$ cat src/rtl/axi4_lite_timer_pkg.sv
// Shared definitions for the AXI4-Lite machine timer: register offsets, response codes,
// write-channel state encoding and a byte-strobe merge helper.
package axi4_lite_timer_pkg;

    localparam logic [1:0] MTIME_LO    = 2'd0;
    localparam logic [1:0] MTIME_HI    = 2'd1;
    localparam logic [1:0] MTIMECMP_LO = 2'd2;
    localparam logic [1:0] MTIMECMP_HI = 2'd3;

    localparam logic [1:0] RESP_OKAY = 2'b00;

    typedef enum logic [1:0] {
        WrIdle,
        WrHaveAw,
        WrHaveW,
        WrResp
    } wr_state_e;

    function automatic logic [31:0] apply_strb(input logic [31:0] old_val,
                                               input logic [31:0] new_val,
                                               input logic [3:0]  strb);
        logic [31:0] res;
        res = old_val;
        for (int i = 0; i < 4; i++) begin
            if (strb[i]) begin
                res[8*i +: 8] = new_val[8*i +: 8];
            end
        end
        return res;
    endfunction

endpackage

$ cat src/rtl/axi4_lite_sub_ctrl.sv
// Generic AXI4-Lite subordinate handshake engine: write FSM with independent AW/W capture and a
// read holding register, presenting simple register-file strobes to the core.
module axi4_lite_sub_ctrl
    import axi4_lite_timer_pkg::*;
#(
    parameter int unsigned AddrWidth = 4,
    parameter int unsigned DataWidth = 32
) (
    input  logic                   aclk,
    input  logic                   areset_n,
    input  logic [AddrWidth-1:0]   awaddr_i,
    input  logic                   awvalid_i,
    output logic                   awready_o,
    input  logic [DataWidth-1:0]   wdata_i,
    input  logic [DataWidth/8-1:0] wstrb_i,
    input  logic                   wvalid_i,
    output logic                   wready_o,
    output logic [1:0]             bresp_o,
    output logic                   bvalid_o,
    input  logic                   bready_i,
    input  logic [AddrWidth-1:0]   araddr_i,
    input  logic                   arvalid_i,
    output logic                   arready_o,
    output logic [DataWidth-1:0]   rdata_o,
    output logic [1:0]             rresp_o,
    output logic                   rvalid_o,
    input  logic                   rready_i,
    output logic                   wr_en_o,
    output logic [AddrWidth-1:0]   wr_addr_o,
    output logic [DataWidth-1:0]   wr_data_o,
    output logic [DataWidth/8-1:0] wr_strb_o,
    output logic                   rd_en_o,
    output logic [AddrWidth-1:0]   rd_addr_o,
    input  logic [DataWidth-1:0]   rd_data_i
);

    wr_state_e               state_q, state_d;
    logic [AddrWidth-1:0]    awaddr_q, awaddr_d;
    logic [DataWidth-1:0]    wdata_q, wdata_d;
    logic [DataWidth/8-1:0]  wstrb_q, wstrb_d;
    logic                    rvalid_q, rvalid_d;
    logic [DataWidth-1:0]    rdata_q, rdata_d;
    logic                    aw_hs, w_hs, ar_hs;

    // Readies are gated by reset so every handshake output reads 0 while reset is held.
    assign awready_o = areset_n && (state_q == WrIdle || state_q == WrHaveW);
    assign wready_o  = areset_n && (state_q == WrIdle || state_q == WrHaveAw);
    assign arready_o = areset_n && !rvalid_q;
    assign aw_hs     = awvalid_i && awready_o;
    assign w_hs      = wvalid_i && wready_o;
    assign ar_hs     = arvalid_i && arready_o;

    assign bvalid_o  = (state_q == WrResp);
    assign bresp_o   = RESP_OKAY;
    assign rresp_o   = RESP_OKAY;
    assign rvalid_o  = rvalid_q;
    assign rdata_o   = rdata_q;

    always_comb begin
        state_d  = state_q;
        awaddr_d = aw_hs ? awaddr_i : awaddr_q;
        wdata_d  = w_hs ? wdata_i : wdata_q;
        wstrb_d  = w_hs ? wstrb_i : wstrb_q;
        unique case (state_q)
            WrIdle: begin
                if (aw_hs && w_hs) begin
                    state_d = WrResp;
                end else if (aw_hs) begin
                    state_d = WrHaveAw;
                end else if (w_hs) begin
                    state_d = WrHaveW;
                end
            end
            WrHaveAw: if (w_hs) state_d = WrResp;
            WrHaveW:  if (aw_hs) state_d = WrResp;
            WrResp:   if (bready_i) state_d = WrIdle;
            default:  state_d = WrIdle;
        endcase
    end

    // The register write fires on the edge that completes the AW/W pair.
    assign wr_en_o   = (state_d == WrResp) && (state_q != WrResp);
    assign wr_addr_o = aw_hs ? awaddr_i : awaddr_q;
    assign wr_data_o = w_hs ? wdata_i : wdata_q;
    assign wr_strb_o = w_hs ? wstrb_i : wstrb_q;

    assign rd_en_o   = ar_hs;
    assign rd_addr_o = araddr_i;

    always_comb begin
        rvalid_d = rvalid_q;
        rdata_d  = rdata_q;
        if (ar_hs) begin
            rvalid_d = 1'b1;
            rdata_d  = rd_data_i;
        end else if (rvalid_q && rready_i) begin
            rvalid_d = 1'b0;
        end
    end

    always_ff @(posedge aclk or negedge areset_n) begin
        if (!areset_n) begin
            state_q  <= WrIdle;
            awaddr_q <= '0;
            wdata_q  <= '0;
            wstrb_q  <= '0;
            rvalid_q <= 1'b0;
            rdata_q  <= '0;
        end else begin
            state_q  <= state_d;
            awaddr_q <= awaddr_d;
            wdata_q  <= wdata_d;
            wstrb_q  <= wstrb_d;
            rvalid_q <= rvalid_d;
            rdata_q  <= rdata_d;
        end
    end

endmodule

$ cat src/rtl/axi4_lite_timer.sv
// Memory-mapped machine timer: 64-bit mtime with prescaler, 64-bit mtimecmp and a registered
// level interrupt, behind an AXI4-Lite subordinate port.
module axi4_lite_timer
    import axi4_lite_timer_pkg::*;
#(
    parameter int unsigned WIDTH      = 32,
    parameter int unsigned ADDR_WIDTH = 4,
    parameter int unsigned PRESCALE   = 1
) (
    input  logic                  aclk,
    input  logic                  areset_n,
    input  logic [ADDR_WIDTH-1:0] awaddr,
    input  logic [2:0]            awprot,
    input  logic                  awvalid,
    output logic                  awready,
    input  logic [WIDTH-1:0]      wdata,
    input  logic [WIDTH/8-1:0]    wstrb,
    input  logic                  wvalid,
    output logic                  wready,
    output logic [1:0]            bresp,
    output logic                  bvalid,
    input  logic                  bready,
    input  logic [ADDR_WIDTH-1:0] araddr,
    input  logic [2:0]            arprot,
    input  logic                  arvalid,
    output logic                  arready,
    output logic [WIDTH-1:0]      rdata,
    output logic [1:0]            rresp,
    output logic                  rvalid,
    input  logic                  rready,
    output logic                  irq
);

    localparam int unsigned PsWidth = (PRESCALE > 1) ? $clog2(PRESCALE) : 1;

    logic                  wr_en, rd_en;
    logic [ADDR_WIDTH-1:0] wr_addr, rd_addr;
    logic [WIDTH-1:0]      wr_data, rd_data;
    logic [WIDTH/8-1:0]    wr_strb;

    logic [63:0]           mtime_q, mtime_d;
    logic [63:0]           mtimecmp_q, mtimecmp_d;
    logic [PsWidth-1:0]    ps_q, ps_d;
    logic                  irq_q, irq_d;
    logic                  tick;

    axi4_lite_sub_ctrl #(
        .AddrWidth (ADDR_WIDTH),
        .DataWidth (WIDTH)
    ) u_sub_ctrl (
        .aclk      (aclk),
        .areset_n  (areset_n),
        .awaddr_i  (awaddr),
        .awvalid_i (awvalid),
        .awready_o (awready),
        .wdata_i   (wdata),
        .wstrb_i   (wstrb),
        .wvalid_i  (wvalid),
        .wready_o  (wready),
        .bresp_o   (bresp),
        .bvalid_o  (bvalid),
        .bready_i  (bready),
        .araddr_i  (araddr),
        .arvalid_i (arvalid),
        .arready_o (arready),
        .rdata_o   (rdata),
        .rresp_o   (rresp),
        .rvalid_o  (rvalid),
        .rready_i  (rready),
        .wr_en_o   (wr_en),
        .wr_addr_o (wr_addr),
        .wr_data_o (wr_data),
        .wr_strb_o (wr_strb),
        .rd_en_o   (rd_en),
        .rd_addr_o (rd_addr),
        .rd_data_i (rd_data)
    );

    logic unused_bits;
    assign unused_bits = ^{awprot, arprot, wr_addr[1:0], rd_addr[1:0]};

    assign tick = (ps_q == PsWidth'(PRESCALE - 1));
    assign ps_d = tick ? '0 : ps_q + 1'b1;

    // A write to either mtime half replaces that cycle's increment; the prescaler keeps counting.
    always_comb begin
        mtime_d    = mtime_q + {63'd0, tick};
        mtimecmp_d = mtimecmp_q;
        if (wr_en) begin
            unique case (wr_addr[3:2])
                MTIME_LO:    mtime_d = {mtime_q[63:32],
                                        apply_strb(mtime_q[31:0], wr_data, wr_strb)};
                MTIME_HI:    mtime_d = {apply_strb(mtime_q[63:32], wr_data, wr_strb),
                                        mtime_q[31:0]};
                MTIMECMP_LO: mtimecmp_d = {mtimecmp_q[63:32],
                                           apply_strb(mtimecmp_q[31:0], wr_data, wr_strb)};
                MTIMECMP_HI: mtimecmp_d = {apply_strb(mtimecmp_q[63:32], wr_data, wr_strb),
                                           mtimecmp_q[31:0]};
                default:     mtimecmp_d = mtimecmp_q;
            endcase
        end
    end

    always_comb begin
        rd_data = '0;
        if (rd_en) begin
            unique case (rd_addr[3:2])
                MTIME_LO:    rd_data = mtime_q[31:0];
                MTIME_HI:    rd_data = mtime_q[63:32];
                MTIMECMP_LO: rd_data = mtimecmp_q[31:0];
                MTIMECMP_HI: rd_data = mtimecmp_q[63:32];
                default:     rd_data = '0;
            endcase
        end
    end

    assign irq_d = (mtime_q >= mtimecmp_q);
    assign irq   = irq_q;

    always_ff @(posedge aclk or negedge areset_n) begin
        if (!areset_n) begin
            mtime_q    <= '0;
            mtimecmp_q <= '1;
            ps_q       <= '0;
            irq_q      <= 1'b0;
        end else begin
            mtime_q    <= mtime_d;
            mtimecmp_q <= mtimecmp_d;
            ps_q       <= ps_d;
            irq_q      <= irq_d;
        end
    end

endmodule

$ cat config.mk
export PLATFORM = sky130hd
export DESIGN_NAME = axi4_lite_timer
export DESIGN_NICKNAME = d
export VERILOG_FILES = /design/src/rtl/axi4_lite_timer_pkg.sv /design/src/rtl/axi4_lite_sub_ctrl.sv /design/src/rtl/axi4_lite_timer.sv
export SDC_FILE = /design/constraint.sdc
export NUM_CORES = 1
export LEC_CHECK = 0
export ABC_AREA = 1
export CORE_UTILIZATION = 60
export CTS_BUF_LIST = sky130_fd_sc_hd__clkbuf_2
export CTS_CLUSTER_SIZE = 24
export DETAILED_ROUTE_END_ITERATION = 7
export PLACE_DENSITY_LB_ADDON = 0.08
export SLEW_MARGIN = 20
export SYNTH_ARGS = -nofsm -noshare
export SYNTH_HDL_FRONTEND = slang
export SYNTH_SLANG_ARGS = --single-unit
$ cat constraint.sdc
create_clock -name aclk -period 5.15 [get_ports aclk]
set_input_delay 0.7725 -clock aclk [delete_from_list [all_inputs] [get_ports aclk]]
set_output_delay 0.7725 -clock aclk [all_outputs]
set_load 0.02 [all_outputs]
* Word level (Yosys, flattened, before mapping)
Index checks and enable logic that the tools add are counted.
** Operators by class
- $add $sub $neg :: 2
- $lt $le $gt $ge :: 1
- Equal/unequal tests :: 21
- Multiplexer cells :: 21
- Bitwise logic cells :: 3
- Reductions and logical operators :: 32
** Operator list (count)
- $pmux 64 s2 :: 2
- $pmux 32 s4 :: 1
- $add 64x1->64 :: 1
- $ge 64x64->1 :: 1
- $mux 64 :: 1
- $mux 32 :: 1
- $mux 8 :: 4
- $reduce_and 4->1 :: 8
- $ne 3x3->1 const B :: 8
- $reduce_and 2->1 :: 8
- $eq 2x2->1 const B :: 7
- $mux 2 :: 6
- $logic_and 1x1->1 :: 9
- $mux 4 :: 2
- $pmux 2 s4 :: 1
- $eq 2x1->1 const B :: 3
- $logic_not 2->1 :: 3
- $ne 2x2->1 const B :: 3
- $mux 1 :: 3
- $not 1->1 :: 3
- $logic_or 1x1->1 :: 2
- $reduce_bool 2->1 :: 1
- $add 1x1->1 const B :: 1
- $logic_not 1->1 :: 1
** Word-level totals
- Bits in registers :: 205
- Input port bits :: 57
- Output and inout port bits :: 42
- Word-level logic and storage cells :: 105

* Longest topological paths before layout
Gate-level depths: netlist of run 1.
- Word-level depth :: 12
- Mapped depth :: 15
- Gate-level depth less buffers :: 15

* Cells and area by module
A second synthesis of run 1 with hierarchy kept.
** Second synthesis, totals
- Cells, all modules :: 1769
- Area total of the unflattened synthesis :: 12957.4 um^2
** By module, submodules not included
- axi4_lite_timer :: instances 1, cells an instance 1430, area an instance 9932.0 um^2, seq. area each 3308.2 um^2
- axi4_lite_sub_ctrl :: instances 1, cells an instance 339, area an instance 3025.4 um^2, seq. area each 1876.8 um^2

* Worst setup path before layout of run 1
OpenSTA, ideal clock, no wires.
- Path type :: input to register
- Start :: in areset_n
- End :: reg mtime_q[33]
- Library setup time :: 0.077 ns
- Data arrival time :: 2.184 ns
- Required time :: 5.073 ns
- Setup slack :: 2.889 ns
- Cell stages on the path :: 12
- Path buffers :: 2
- Cells stage by stage :: inv_2 > nor2_2 > nand2_1 > buf_2 > nand2_2 > nand3_4 > nor2_8 > nand2_2 > buf_2 > o21ai_0 > inv_1 > a21oi_1
** Between the ends
- Cells in the longest elaborated chain, start to end :: 10
- Elaborated cells between the ends (all ways) :: 24
- Classes of those cells :: eq/ne: 4; mux: 12; reduce/logical: 8
** Ends and longest elaborated chain
- start, declared :: RTL line axi4_lite_timer.sv:11 : input logic areset_n,
- $logic_and 1x1->1 * :: RTL line axi4_lite_sub_ctrl.sv:47 : assign wready_o = areset_n && (state_q == WrIdle || state_q == WrHaveAw);
- via wready :: RTL line axi4_lite_timer.sv:19 : output logic wready,
- $logic_and 1x1->1 * :: RTL line axi4_lite_sub_ctrl.sv:50 : assign w_hs = wvalid_i && wready_o;
- $mux 2 :: RTL line axi4_lite_sub_ctrl.sv:70 : end else if (w_hs) begin
- $mux 2 :: RTL line axi4_lite_sub_ctrl.sv:68 : end else if (aw_hs) begin
- $mux 2 :: RTL line axi4_lite_sub_ctrl.sv:66 : if (aw_hs && w_hs) begin
- $pmux 2 s4 * :: RTL line axi4_lite_sub_ctrl.sv:64 : unique case (state_q)
- via u_sub_ctrl.state_d[1] :: RTL line axi4_lite_sub_ctrl.sv:37 : wr_state_e state_q, state_d;
- $eq 2x2->1 * :: RTL line axi4_lite_sub_ctrl.sv:82 : assign wr_en_o = (state_d == WrResp) && (state_q != WrResp);
- $logic_and 1x1->1 * :: RTL line axi4_lite_sub_ctrl.sv:82
- $ne 3x3->1 (no line) or $ne 2x2->1 (tied branches)
- $reduce_and 2->1 (no line)
- end signal, assigned :: RTL line axi4_lite_timer.sv:127 : mtime_q <= mtime_d;
- end, declared :: RTL line axi4_lite_timer.sv:41 : logic [63:0] mtime_q, mtime_d;
Mark *: on every way through the listed nets, which the timed path passes. The rest lies on a longest branch. The select of a mux whose other input is x is not followed.
A chain may end at the register's enable or synchronous reset.

* Worst setup path after layout of run 1
- Start :: in areset_n
- End :: out arready
** Between the ends
- Cells in the longest elaborated chain, start to end :: 1
** Ends and longest elaborated chain
- $logic_and 1x1->1 :: RTL line axi4_lite_sub_ctrl.sv:48 : assign arready_o = areset_n && !rvalid_q;
- end, declared :: RTL line axi4_lite_timer.sv:26 : output logic arready,
Every way passes these cells.

==> reports/qor.csv, run 1 <==
stage,metric,value,unit
sta,finalCritPeriodShare,0.694,
grt,grt_max_degree,73,
grt,overflow,0,
synthesis,synthAdderAreaFrac,0.0648,
synthesis,yosys.area_share.simple,0.276,
sta,max_slew_margin,0.268,
sta,finalSetupViolations,0,
synthesis,synth.distinct_cells,38,
drt,wire_per_inst,18.4,um
clocking,clock_path_buffers,3,
die,top_level_ports,99,
synthesis,synth_top_area_share,0.275,
synthesis,synth_seq_cells,202,
drt,drtAntennaViolNets,0,
sta,finalCriticalPeriod,3.57,ns
die,die_y,147,um
hold_path,min_path_type,register to register,
die,initial_utilization,0.616,
die,num_rows,52,
placement,place_hpwl,29600,um
cells_and_area,fin_util,0.689,
placement,port_buffers,84,
pwr,leakage,0.00638,uW
cells_and_area,syn_to_final_growth,11.9,%
setup_path,cp.arrival,2.80,ns
placement,gp_congestion,0.991,
clocking,clk_pin_slew_worst_paths,0.10,ns
setup_path,worstPathCellList,"dlygate4sd3_1, clkbuf_8, inv_2, nor2_1, clkdlybuf4s50_1",
synthesis,yosysSeqAreaShare,0.409,
synthesis,yosysWarnings,0,
die,dieArea,0.0215,mm^2
sta,skew,0.0872,ns
outcome,status,finished clean,
die,core,0.0204,mm^2
grt,grt_pass1_vias,11801,
pwr,ir_drop,0.358,mV
synthesis,async_flop_share,1.00,
setup_path,cp-end-kind,primary output,
synthesis,synth_most_common_cell,nand2_1,
synthesis,netlist_area,0.0125,mm^2
setup_path,cpMaxStageDelayCell,clkdlybuf4s50_1,
setup_path,startpoint_type,input port,
cells_and_area,layout-drive-gt1-share,0.100,
sta,hold_viol_final,0,
cells_and_area,nets,1957,
setup_path,critPathKind,input port to primary output,
clocking,cts_num_sinks,202,
setup_path,rrSetupSlack,2.28,ns
synthesis,netlist_top_cells_count,"nand2_1 (572), nor2_1 (204), inv_1 (200), o21ai_0 (141), dfrtp_1 (138)",
clocking,h-tree-depth,2,
sta,slew_violations,0,
synthesis,synth_top_family_by_area,simple AND/OR/NAND/NOR gates,
setup_path,cp_slowest_stage_delay,0.65,ns
clocking,clockRootBuffer,clkbuf_2,
setup_path,cp_max_fo,69,
grt,gr-usage-all-layers,0.376,
synthesis,synth_compound_area_frac,0.144,
sta,holdWs,0.488,ns
setup_path,crit_family,buffers and inverters,
setup_path,cp.required,4.38,ns
drt,drt_iter0_markers,1115,
drt,vias,12282,
sta,max_freq,0.280,GHz
clocking,cts_made_buffers,53,
drt,drtPass1Iterations,7,
synthesis,ys_top_cells_by_area,"dfrtp_1 (28%), nand2_1 (17%), dfstp_2 (13%), ha_1 (6.5%), nor2_1 (6.1%)",
synthesis,syn_avg_cell_area,7.22,um^2
synthesis,ys.flop_type,dfrtp_1,
grt,grt_first_pass_wirelength,62500,um
synthesis,synth_xor_xnor_area_share,0.0244,
pwr,pwr_density_cell,551,mW/mm^2
grt,antenna_found_initial,1,
synthesis,synth_area_leader_cell,dfrtp_1,
drt,drc,0,
sta,rsz0062_at_grt,no,
synthesis,synth_mux_area_frac,0,
drt,routed_via_density,5.71,
sta,tightest_slew,1.09,ns
clocking,insertion_delay,0.87,ns
job,maxCapViolCount,0,
setup_path,path_buf_inv,4,
clocking,cts_tree,built,
drt,drt_wl_total,39600,um
sta,fin_setup_tns,0,ns
synthesis,synth_edf_count,0,
die,fp.dieW,147,um
synthesis,synth_cells,1737,
-- stage by stage --
stage	power [uW]	setup slack, ns	cells	cell area [um^2]
5_1_grt	8330	1.44	2150	14000
6_report	7740	1.58	2150	14000
3_5_place_dp	6550	1.45	2049	13500
4_1_cts	7690	1.63	2149	14000
2_1_floorplan	5280	2.89	1740	12600
3_3_place_gp	6390	1.55	2049	13500
-- cell type report --
| class | count | area [um^2] |
|---|---|---|
| repair buffers | 92 | 907 |
| clock inverters | 17 | 67.6 |
| flip-flops and latches | 202 | 5130 |
| clock buffers | 82 | 410 |
| inverters | 204 | 766 |
| multi-input cells | 1282 | 6410 |
| diodes | 1 | 2.50 |
| fillers | 1790 | 6320 |
| well taps | 270 | 338 |
-- logic make-up after synthesis --
family | count (synthesis)
adder cells (fa/ha/maj) | 65
AND/OR/NAND/NOR | 867
buffers and inverters | 256
flip-flops | 202
XOR/XNOR | 35
AO/OA/AOI/OAI | 311
other | 1
-- repair_timing --
action	in CTS	in global routing
setup buffers	0	0
hold endpoints to repair	41	0
hold buffers	1	0
resized for setup	0	0
-- path summary, 6_finish.rpt --
path,start,end,cells past startpoint
worst max-delay path,areset_n,arready,5
min in group asynchronous,areset_n,u_sub_ctrl.wdata_q[15]$_DFF_PN0_,2
worst min register to register,u_sub_ctrl.rdata_o[27]$_DFFE_PN0P_,u_sub_ctrl.rdata_o[27]$_DFFE_PN0P_,2
max in group asynchronous,areset_n,irq$_DFF_PN0_,3
worst max register to register,u_sub_ctrl.state_q[0]$_DFF_PN0_,mtime_q[18]$_DFFE_PN0P_,12
worst min-delay path,u_sub_ctrl.rdata_o[27]$_DFFE_PN0P_,u_sub_ctrl.rdata_o[27]$_DFFE_PN0P_,2
-- cells in the final DEF (no fill, tap or decap), types with 38 or more instances in the layout --
cell and n:
a21oi_1 69, clkbuf_2 82, clkdlybuf4s50_1 83, dfrtp_1 138, dfstp_2 64, ha_1 65
inv_1 200, nand2_1 571, nand3_1 38, nor2_1 202, o21ai_0 141
-- layer usage --
layer | vias to the layer above | routed length (um) | track usage | share of wire
met5 | - | 0 | 0 | 0
met2 | 524 | 18500 | 0.619 | 0.47
met1 | 5775 | 16400 | 0.488 | 0.41
met4 | 0 | 1780 | 0.173 | 0.045
met3 | 133 | 2900 | 0.0575 | 0.073
li1 | 5850 | - | - | -
-- where the power goes --
group / switching, uW / internal, uW / total (uW)
Sequential: 692 / 2380 / 3070
Clock: 694 / 424 / 1120
Combinational: 2230 / 1320 / 3560
Total: 3620 / 4120 / 7740
-- worst register-to-register path: stages, from the launching register on --
cell     delay [ns]
dfrtp_1        0.43
inv_1          0.08
nand3_2        0.13
nand2_1        0.14
inv_1          0.06
nor2_2         0.47
nor2_1         0.12
nand2_1        0.57
inv_1          0.42
nand2_1        0.15
o21ai_0        0.09
nand2_1        0.07
nand2_1        0.05
-- registers in the layout, summed over array words and instances (netlist names) --
signal	cells
irq	1
mtime_q	64
u_sub_ctrl.state_q	2
mtimecmp_q	64
u_sub_ctrl.awaddr_q	2
u_sub_ctrl.wstrb_q	4
u_sub_ctrl.rdata_o	32
u_sub_ctrl.rvalid_o	1
u_sub_ctrl.wdata_q	32
Power figures use the tool's default switching activity.
==> inputs of run 2 (changes only) <==
--- a/config.mk
+++ b/config.mk
@@ -6,7 +6,7 @@
 export NUM_CORES = 1
 export LEC_CHECK = 0
 export ABC_AREA = 1
-export CORE_UTILIZATION = 60
+export CORE_UTILIZATION = 55
 export CTS_BUF_LIST = sky130_fd_sc_hd__clkbuf_2
 export CTS_CLUSTER_SIZE = 24
 export DETAILED_ROUTE_END_ITERATION = 7
==> constraint.sdc (replaced) <==
create_clock -name aclk -period 3.26 [get_ports aclk]
set_input_delay 0.489 -clock aclk [delete_from_list [all_inputs] [get_ports aclk]]
set_output_delay 0.489 -clock aclk [all_outputs]
set_load 0.02 [all_outputs]
==> run 2 against run 1 <==
Clock-buffer cell count grew 7. Die area grew 9.0%. First-iteration DRC count shrank 5.4%. Sequential share of layout area shrank 0.54 points. Power grew 62%. Via count shrank 0.29%. Non-clock buffer count grew 21. Global-route usage shrank 1.7 points. Worst hold slack lost 0.31 ns. Final area grew 1.5%. Combinational power grew 60%. Largest power group unchanged.
==> reports/qor.csv, run 2 (synthesized netlist as in run 1, its figures left out) <==
stage,metric,value,unit,change
setup_path,cp_max_fo,15,,-78%
drt,drtPass1Iterations,5,,-2
sta,setup_slack,0.628,ns,-0.948 ns
clocking,cts_made_buffers,55,,+3.8%
die,num_rows,54,,+3.8%
pwr,pwr_density_cell,878,mW/mm^2,+59%
sta,tightest_slew,1.14,ns,+0.0489 ns
cells_and_area,mostFrequentLayoutCells,"nand2_1 (571), nor2_1 (202), inv_1 (200)",,
setup_path,cp.arrival,3.38,ns,+0.58 ns
clocking,h-tree-depth,2,,unchanged
setup_path,startpoint_type,register,,
drt,vias,12246,,-0.29%
sta,finalCritPeriodShare,0.807,,
die,top_level_ports,99,,unchanged
clocking,clockRootBuffer,clkbuf_2,,
setup_path,critPathKind,register to register,,
cells_and_area,nets,1980,,+1.2%
sta,slew_violations,0,,unchanged
clocking,postCtsResizedCells,0,,unchanged
sta,finalCriticalPeriod,2.63,ns,
grt,grt_max_degree,71,,-2.7%
cells_and_area,multiInputGateArea,0.00640,mm^2,-0.16%
drt,wire_per_inst,18.7,um,+1.5%
grt,gr-usage-all-layers,0.359,,-0.0173
placement,dp_slack,0.207,ns,-1.24 ns
grt,antenna_found_initial,1,,unchanged
clocking,clk_pin_slew_worst_paths,0.11,ns,about the same
die,die_y,153,um,+4.4%
clocking,insertion_delay,0.88,ns,about the same
sta,max_slew_margin,0.235,,-0.0330
placement,gp_congestion,1.01,,+1.7%
die,dieArea,0.0234,mm^2,+9.0%
die,fp.dieW,153,um,+4.4%
sta,holdWs,0.173,ns,-0.315 ns
clocking,cts_num_sinks,202,,unchanged
grt,overflow,0,,unchanged
cells_and_area,top_regs,"mtime_q x64, mtimecmp_q x64",,
cells_and_area,fillers,2050,,+15%
grt,grt_pass1_vias,11810,,+0.076%
drt,routed_via_density,5.60,,-1.9%
cells_and_area,final_common_cell,nand2_1,,
drt,drtAntennaViolNets,0,,unchanged
pwr,total_power,12500,uW,+62%
cells_and_area,layout-drive-gt1-share,0.113,,+0.0129
placement,place_hpwl,30500,um,+3.0%
sta,max_freq,0.380,GHz,
grt,grt_first_pass_wirelength,64400,um,+3.1%
sta,finalSetupViolations,0,,unchanged
job,maxCapViolCount,0,,unchanged
setup_path,cp-end-kind,register,,
clocking,cts_tree,built,,
clocking,clock_path_buffers,3,,unchanged
cells_and_area,syn_to_final_growth,13.6,%,
pwr,ir_drop,0.527,mV,+47%
sta,fin_setup_tns,0,ns,unchanged
cells_and_area,fin_area,0.0142,mm^2,+1.5%
die,initial_utilization,0.568,,-0.0482
die,core,0.0221,mm^2,+8.5%
sta,skew,0.0476,ns,-0.0396 ns
drt,drt_wl_total,40900,um,+3.2%
outcome,status,finished clean,,
sta,hold_viol_final,0,,unchanged
drt,drc,0,,unchanged
placement,port_buffers,84,,unchanged
pwr,leakage,0.00650,uW,+1.9%
sta,rsz0062_at_grt,no,,
drt,drt_iter0_markers,1055,,-5.4%
placement,placed_area,0.0137,mm^2,+1.2%
cells_and_area,register_area,0.00513,mm^2,unchanged
setup_path,cp.required,4.01,ns,-0.37 ns
hold_path,min_path_type,input port to register,,
-- run 2: cell count changes in the layout (fill, tap and decap cells not counted), sizes merged --
cell	change
clkbuf	+7
buf	+21
clkinv	-4
diode	+1
bufinv	+1
-- run 2: power breakdown --
| group | switching (uW) | internal, uW |
|---|---|---|
| clock network | 1110 | 796 |
| registers | 1160 | 3750 |
| logic | 3550 | 2140 |
| total | 5820 | 6690 |
-- run 2: repair_timing --
item	in CTS	in global routing
endpoints found under the hold margin	51	0
setup buffers	0	0
endpoints found under the setup margin	0	0
hold buffers	1	0
-- run 2: worst paths after layout --
kind | end | cells past startpoint | start | slack (ns)
min in group asynchronous | u_sub_ctrl.wdata_q[15]$_DFF_PN0_ | 3 | areset_n | 0.27
min reg2reg | u_sub_ctrl.rdata_o[27]$_DFFE_PN0P_ | 2 | u_sub_ctrl.rdata_o[27]$_DFFE_PN0P_ | 0.49
min | u_sub_ctrl.rvalid_o$_DFFE_PN0P_ | 2 | rready | 0.17
max reg2reg | mtime_q[18]$_DFFE_PN0P_ | 12 | u_sub_ctrl.state_q[0]$_DFF_PN0_ | 0.63
max in group asynchronous | irq$_DFF_PN0_ | 4 | areset_n | 1.53
max | mtime_q[18]$_DFFE_PN0P_ | 12 | u_sub_ctrl.state_q[0]$_DFF_PN0_ | 0.63
-- run 2: worst max-delay path: stages, from the launching register on --
cell and delay [ns]:
dfrtp_1 0.43, inv_1 0.08, nand3_2 0.12, nand2_1 0.11, inv_1 0.04, nor2_1 0.38
nor2_1 0.07, nand2_1 0.53, inv_1 0.41, nand2_1 0.13, o21ai_0 0.08, nand2_1 0.07
nand2_1 0.05
-- run 2: routing by layer --
| layer | global-route usage | wire length, um | vias up |
|---|---|---|---|
| li1 | - | - | 5894 |
| met1 | 0.462 | 17300 | 5701 |
| met2 | 0.588 | 19000 | 520 |
| met3 | 0.0510 | 2680 | 131 |
| met4 | 0.191 | 1910 | 0 |
| met5 | 0 | 0 | - |
-- run 2: cell type report --
cell class,instances,share of cell area
tap,280,0.0246
sequential,202,0.360
clock inverter,14,0.00562
multi-input combinational,1282,0.449
inverter,204,0.0537
clock buffer,89,0.0313
timing repair buffer,113,0.0747
antenna,2,0.000351
-- run 2: metrics by stage --
stage | utilization | instances
floorplan | - | 1740
global placement | 0.621 | 2080
detailed placement | 0.621 | 2080
CTS | 0.645 | 2184
global route | 0.645 | 2186
finish | 0.645 | 2186
==> inputs of run 3 (changes only) <==
--- a/config.mk
+++ b/config.mk
@@ -6,7 +6,7 @@
 export NUM_CORES = 1
 export LEC_CHECK = 0
 export ABC_AREA = 1
-export CORE_UTILIZATION = 55
+export CORE_UTILIZATION = 60
 export CTS_BUF_LIST = sky130_fd_sc_hd__clkbuf_2
 export CTS_CLUSTER_SIZE = 24
 export DETAILED_ROUTE_END_ITERATION = 7
==> constraint.sdc (replaced) <==
create_clock -name aclk -period 2.6 [get_ports aclk]
set_input_delay 0.39 -clock aclk [delete_from_list [all_inputs] [get_ports aclk]]
set_output_delay 0.39 -clock aclk [all_outputs]
set_load 0.02 [all_outputs]
==> run 3 against run 2 <==
Clock power is 26% higher. Via count is 2.6% higher. Final cell count is 1.1% higher.
==> reports/qor.csv, run 3 (synthesized netlist as in run 1, its figures left out) <==
stage,metric,value,unit,change
cells_and_area,final_common_cell,nand2_1,,
drt,drt_iter0_markers,1259,,+19%
pwr,ir_drop,0.726,mV,+38%
placement,gp_congestion,0.997,,-1.1%
die,core,0.0204,mm^2,-7.8%
pwr,power_frac_clock,0.150,,-0.003
clocking,cts_tree,built,,
sta,skew,0.0489,ns,+0.00131 ns
placement,place_hpwl,31100,um,+1.8%
cells_and_area,nets,2015,,+1.8%
pwr,internal_power,8640,uW,+29%
sta,finalSetupViolations,0,,unchanged
sta,slew_violations,0,,unchanged
sta,rsz0062_at_grt,no,,
cells_and_area,final_cells,2209,,+1.1%
pwr,pwr_density_cell,1100,mW/mm^2,+25%
grt,gr-usage-all-layers,0.397,,+0.0380
die,fp.dieW,147,um,-4.2%
cells_and_area,fillers,1720,,-16%
grt,gr-usage-met3,0.0663,,+0.0152
cells_and_area,mostFrequentLayoutCells,"nand2_1 (571), nor2_1 (202), inv_1 (200)",,
drt,drtAntennaViolNets,0,,unchanged
pwr,p_sw_frac,0.460,,-0.00501
clocking,postCtsResizedCells,0,,unchanged
grt,grt_max_degree,84,,+18%
die,dieArea,0.0215,mm^2,-8.2%
grt,overflow,0,,unchanged
drt,drtPass1Iterations,6,,+1
hold_path,min_path_type,input port to register,,
grt,grt_use_met1,0.512,,+0.0505
sta,tightest_slew,0.907,ns,-0.228 ns
placement,place_inst,2107,,+1.3%
die,initial_utilization,0.616,,+0.0482
placement,port_buffers,84,,unchanged
pwr,total_power,16000,uW,+28%
grt,top_usage_layer,met2,,
grt,met2_usage,0.643,,+0.0558
setup_path,cp-end-kind,register,,
drt,wire_per_inst,18.6,um,-0.68%
sta,fin_setup_tns,0,ns,unchanged
sta,max_slew_margin,0.394,,+0.160
clocking,clock_path_buffers,3,,unchanged
cells_and_area,syn_to_final_growth,16.2,%,
clocking,cts_made_buffers,53,,-3.6%
setup_path,critPathKind,register to register,,
setup_path,cp.required,3.35,ns,-0.66 ns
pwr,p_comb_frac,0.472,,+0.017
clocking,insertion_delay,0.85,ns,-0.03 ns
clocking,cts_num_sinks,202,,unchanged
sta,hold_viol_final,0,,unchanged
clocking,post_cts_buffers,0,,unchanged
job,maxCapViolCount,0,,unchanged
setup_path,startpoint_type,register,,
setup_path,cp_max_fo,2,,-13
grt,grt_pass1_vias,12339,,+4.5%
cells_and_area,layout-drive-gt1-share,0.126,,+0.0135
sta,finalCritPeriodShare,0.947,,+0.140
pwr,switching_power,7370,uW,+27%
drt,vias,12562,,+2.6%
grt,grt_first_pass_wirelength,65800,um,+2.1%
clocking,h-tree-depth,2,,unchanged
drt,drc,0,,unchanged
outcome,status,finished clean,,
clocking,clockRootBuffer,clkbuf_2,,
placement,placed_area,0.0140,mm^2,+2.3%
cells_and_area,top_regs,"mtime_q x64, mtimecmp_q x64",,
sta,max_freq,0.406,GHz,+6.9%
setup_path,cp.arrival,3.21,ns,-0.17 ns
sta,finalCriticalPeriod,2.46,ns,-0.170 ns
pwr,pwr-share-seq,0.378,,-0.014
die,top_level_ports,99,,unchanged
die,die_y,147,um,-4.2%
clocking,clk_pin_slew_worst_paths,0.12,ns,about the same
drt,routed_via_density,5.69,,+1.5%
grt,antenna_found_initial,1,,unchanged
die,num_rows,52,,-3.7%
pwr,leakage,0.00670,uW,+2.9%
drt,drt_wl_total,41100,um,+0.37%
cells_and_area,fin_area,0.0146,mm^2,+2.3%
## run 3: changes by cell type in the layout (fill, tap and decap cells not counted)
cell	previous run	this run
buf_6	0	1
clkinv_1	12	16
diode_2	2	1
buf_12	0	4
clkbuf_2	89	80
bufinv_16	1	2
buf_4	28	60
clkinv_2	1	2
## run 3: metal layers
metal / routed length (um) / vias to the layer above
li1: - / 5975
met1: 16500 / 5811
met2: 19200 / 623
met3: 3280 / 153
met4: 2090 / 0
met5: 0 / -
## run 3: area by class of cell
type | count | area, um^2 | share of cell area
antenna | 1 | 2.50 | 0.000172
clock buffer | 80 | 400 | 0.0275
clock inverter | 20 | 130 | 0.00893
inverter | 204 | 766 | 0.0526
multi-input combinational | 1282 | 6400 | 0.439
sequential | 202 | 5130 | 0.352
tap | 270 | 338 | 0.0232
timing repair buffer | 150 | 1400 | 0.0958
## run 3: timing repair
action	in CTS	in global routing
setup endpoints to repair	0	0
hold buffers	1	0
endpoints found under the hold margin	36	0
## run 3: worst max-delay path, stage by stage, from the launching register on
cell and delay [ns]:
dfstp_2 0.55, inv_1 0.05, ha_1 0.29, nand2_1 0.07
nor2_1 0.19, nor3b_1 0.44, nand3_1 0.35, nor2_1 0.25
nand2_1 0.08, nand3_1 0.09
## run 3: through the flow
stage           util  setup WS (ns)  hold slack, ns
2_1_floorplan      -          0.711          0.0944
3_3_place_gp   0.689          0.177           0.460
3_5_place_dp   0.689         0.0985           0.466
4_1_cts        0.715          0.118          0.0881
5_1_grt        0.716         0.0504           0.116
6_report       0.716          0.137           0.115
## run 3: power groups by stage
stage,logic (uW),registers (uW),clock network [uW]
2_1_floorplan,4590,5860,0
3_3_place_gp,7100,5980,0
3_5_place_dp,7390,6050,0
4_1_cts,7440,6000,2440
5_1_grt,8430,6190,2610
6_report,7560,6060,2400
## run 3: final timing paths
kind	slack [ns]	start	end	cells after the start
worst max-delay path	0.14	mtimecmp_q[63]$_DFFE_PN1P_	irq$_DFF_PN0_	9
worst min-delay path	0.12	rready	u_sub_ctrl.rvalid_o$_DFFE_PN0P_	2
worst max register to register	0.14	mtimecmp_q[63]$_DFFE_PN1P_	irq$_DFF_PN0_	9
worst min register to register	0.49	u_sub_ctrl.rdata_o[24]$_DFFE_PN0P_	u_sub_ctrl.rdata_o[24]$_DFFE_PN0P_	2
max in group asynchronous	0.95	areset_n	u_sub_ctrl.rdata_o[11]$_DFFE_PN0P_	4
min in group asynchronous	0.28	areset_n	mtime_q[29]$_DFFE_PN0P_	3
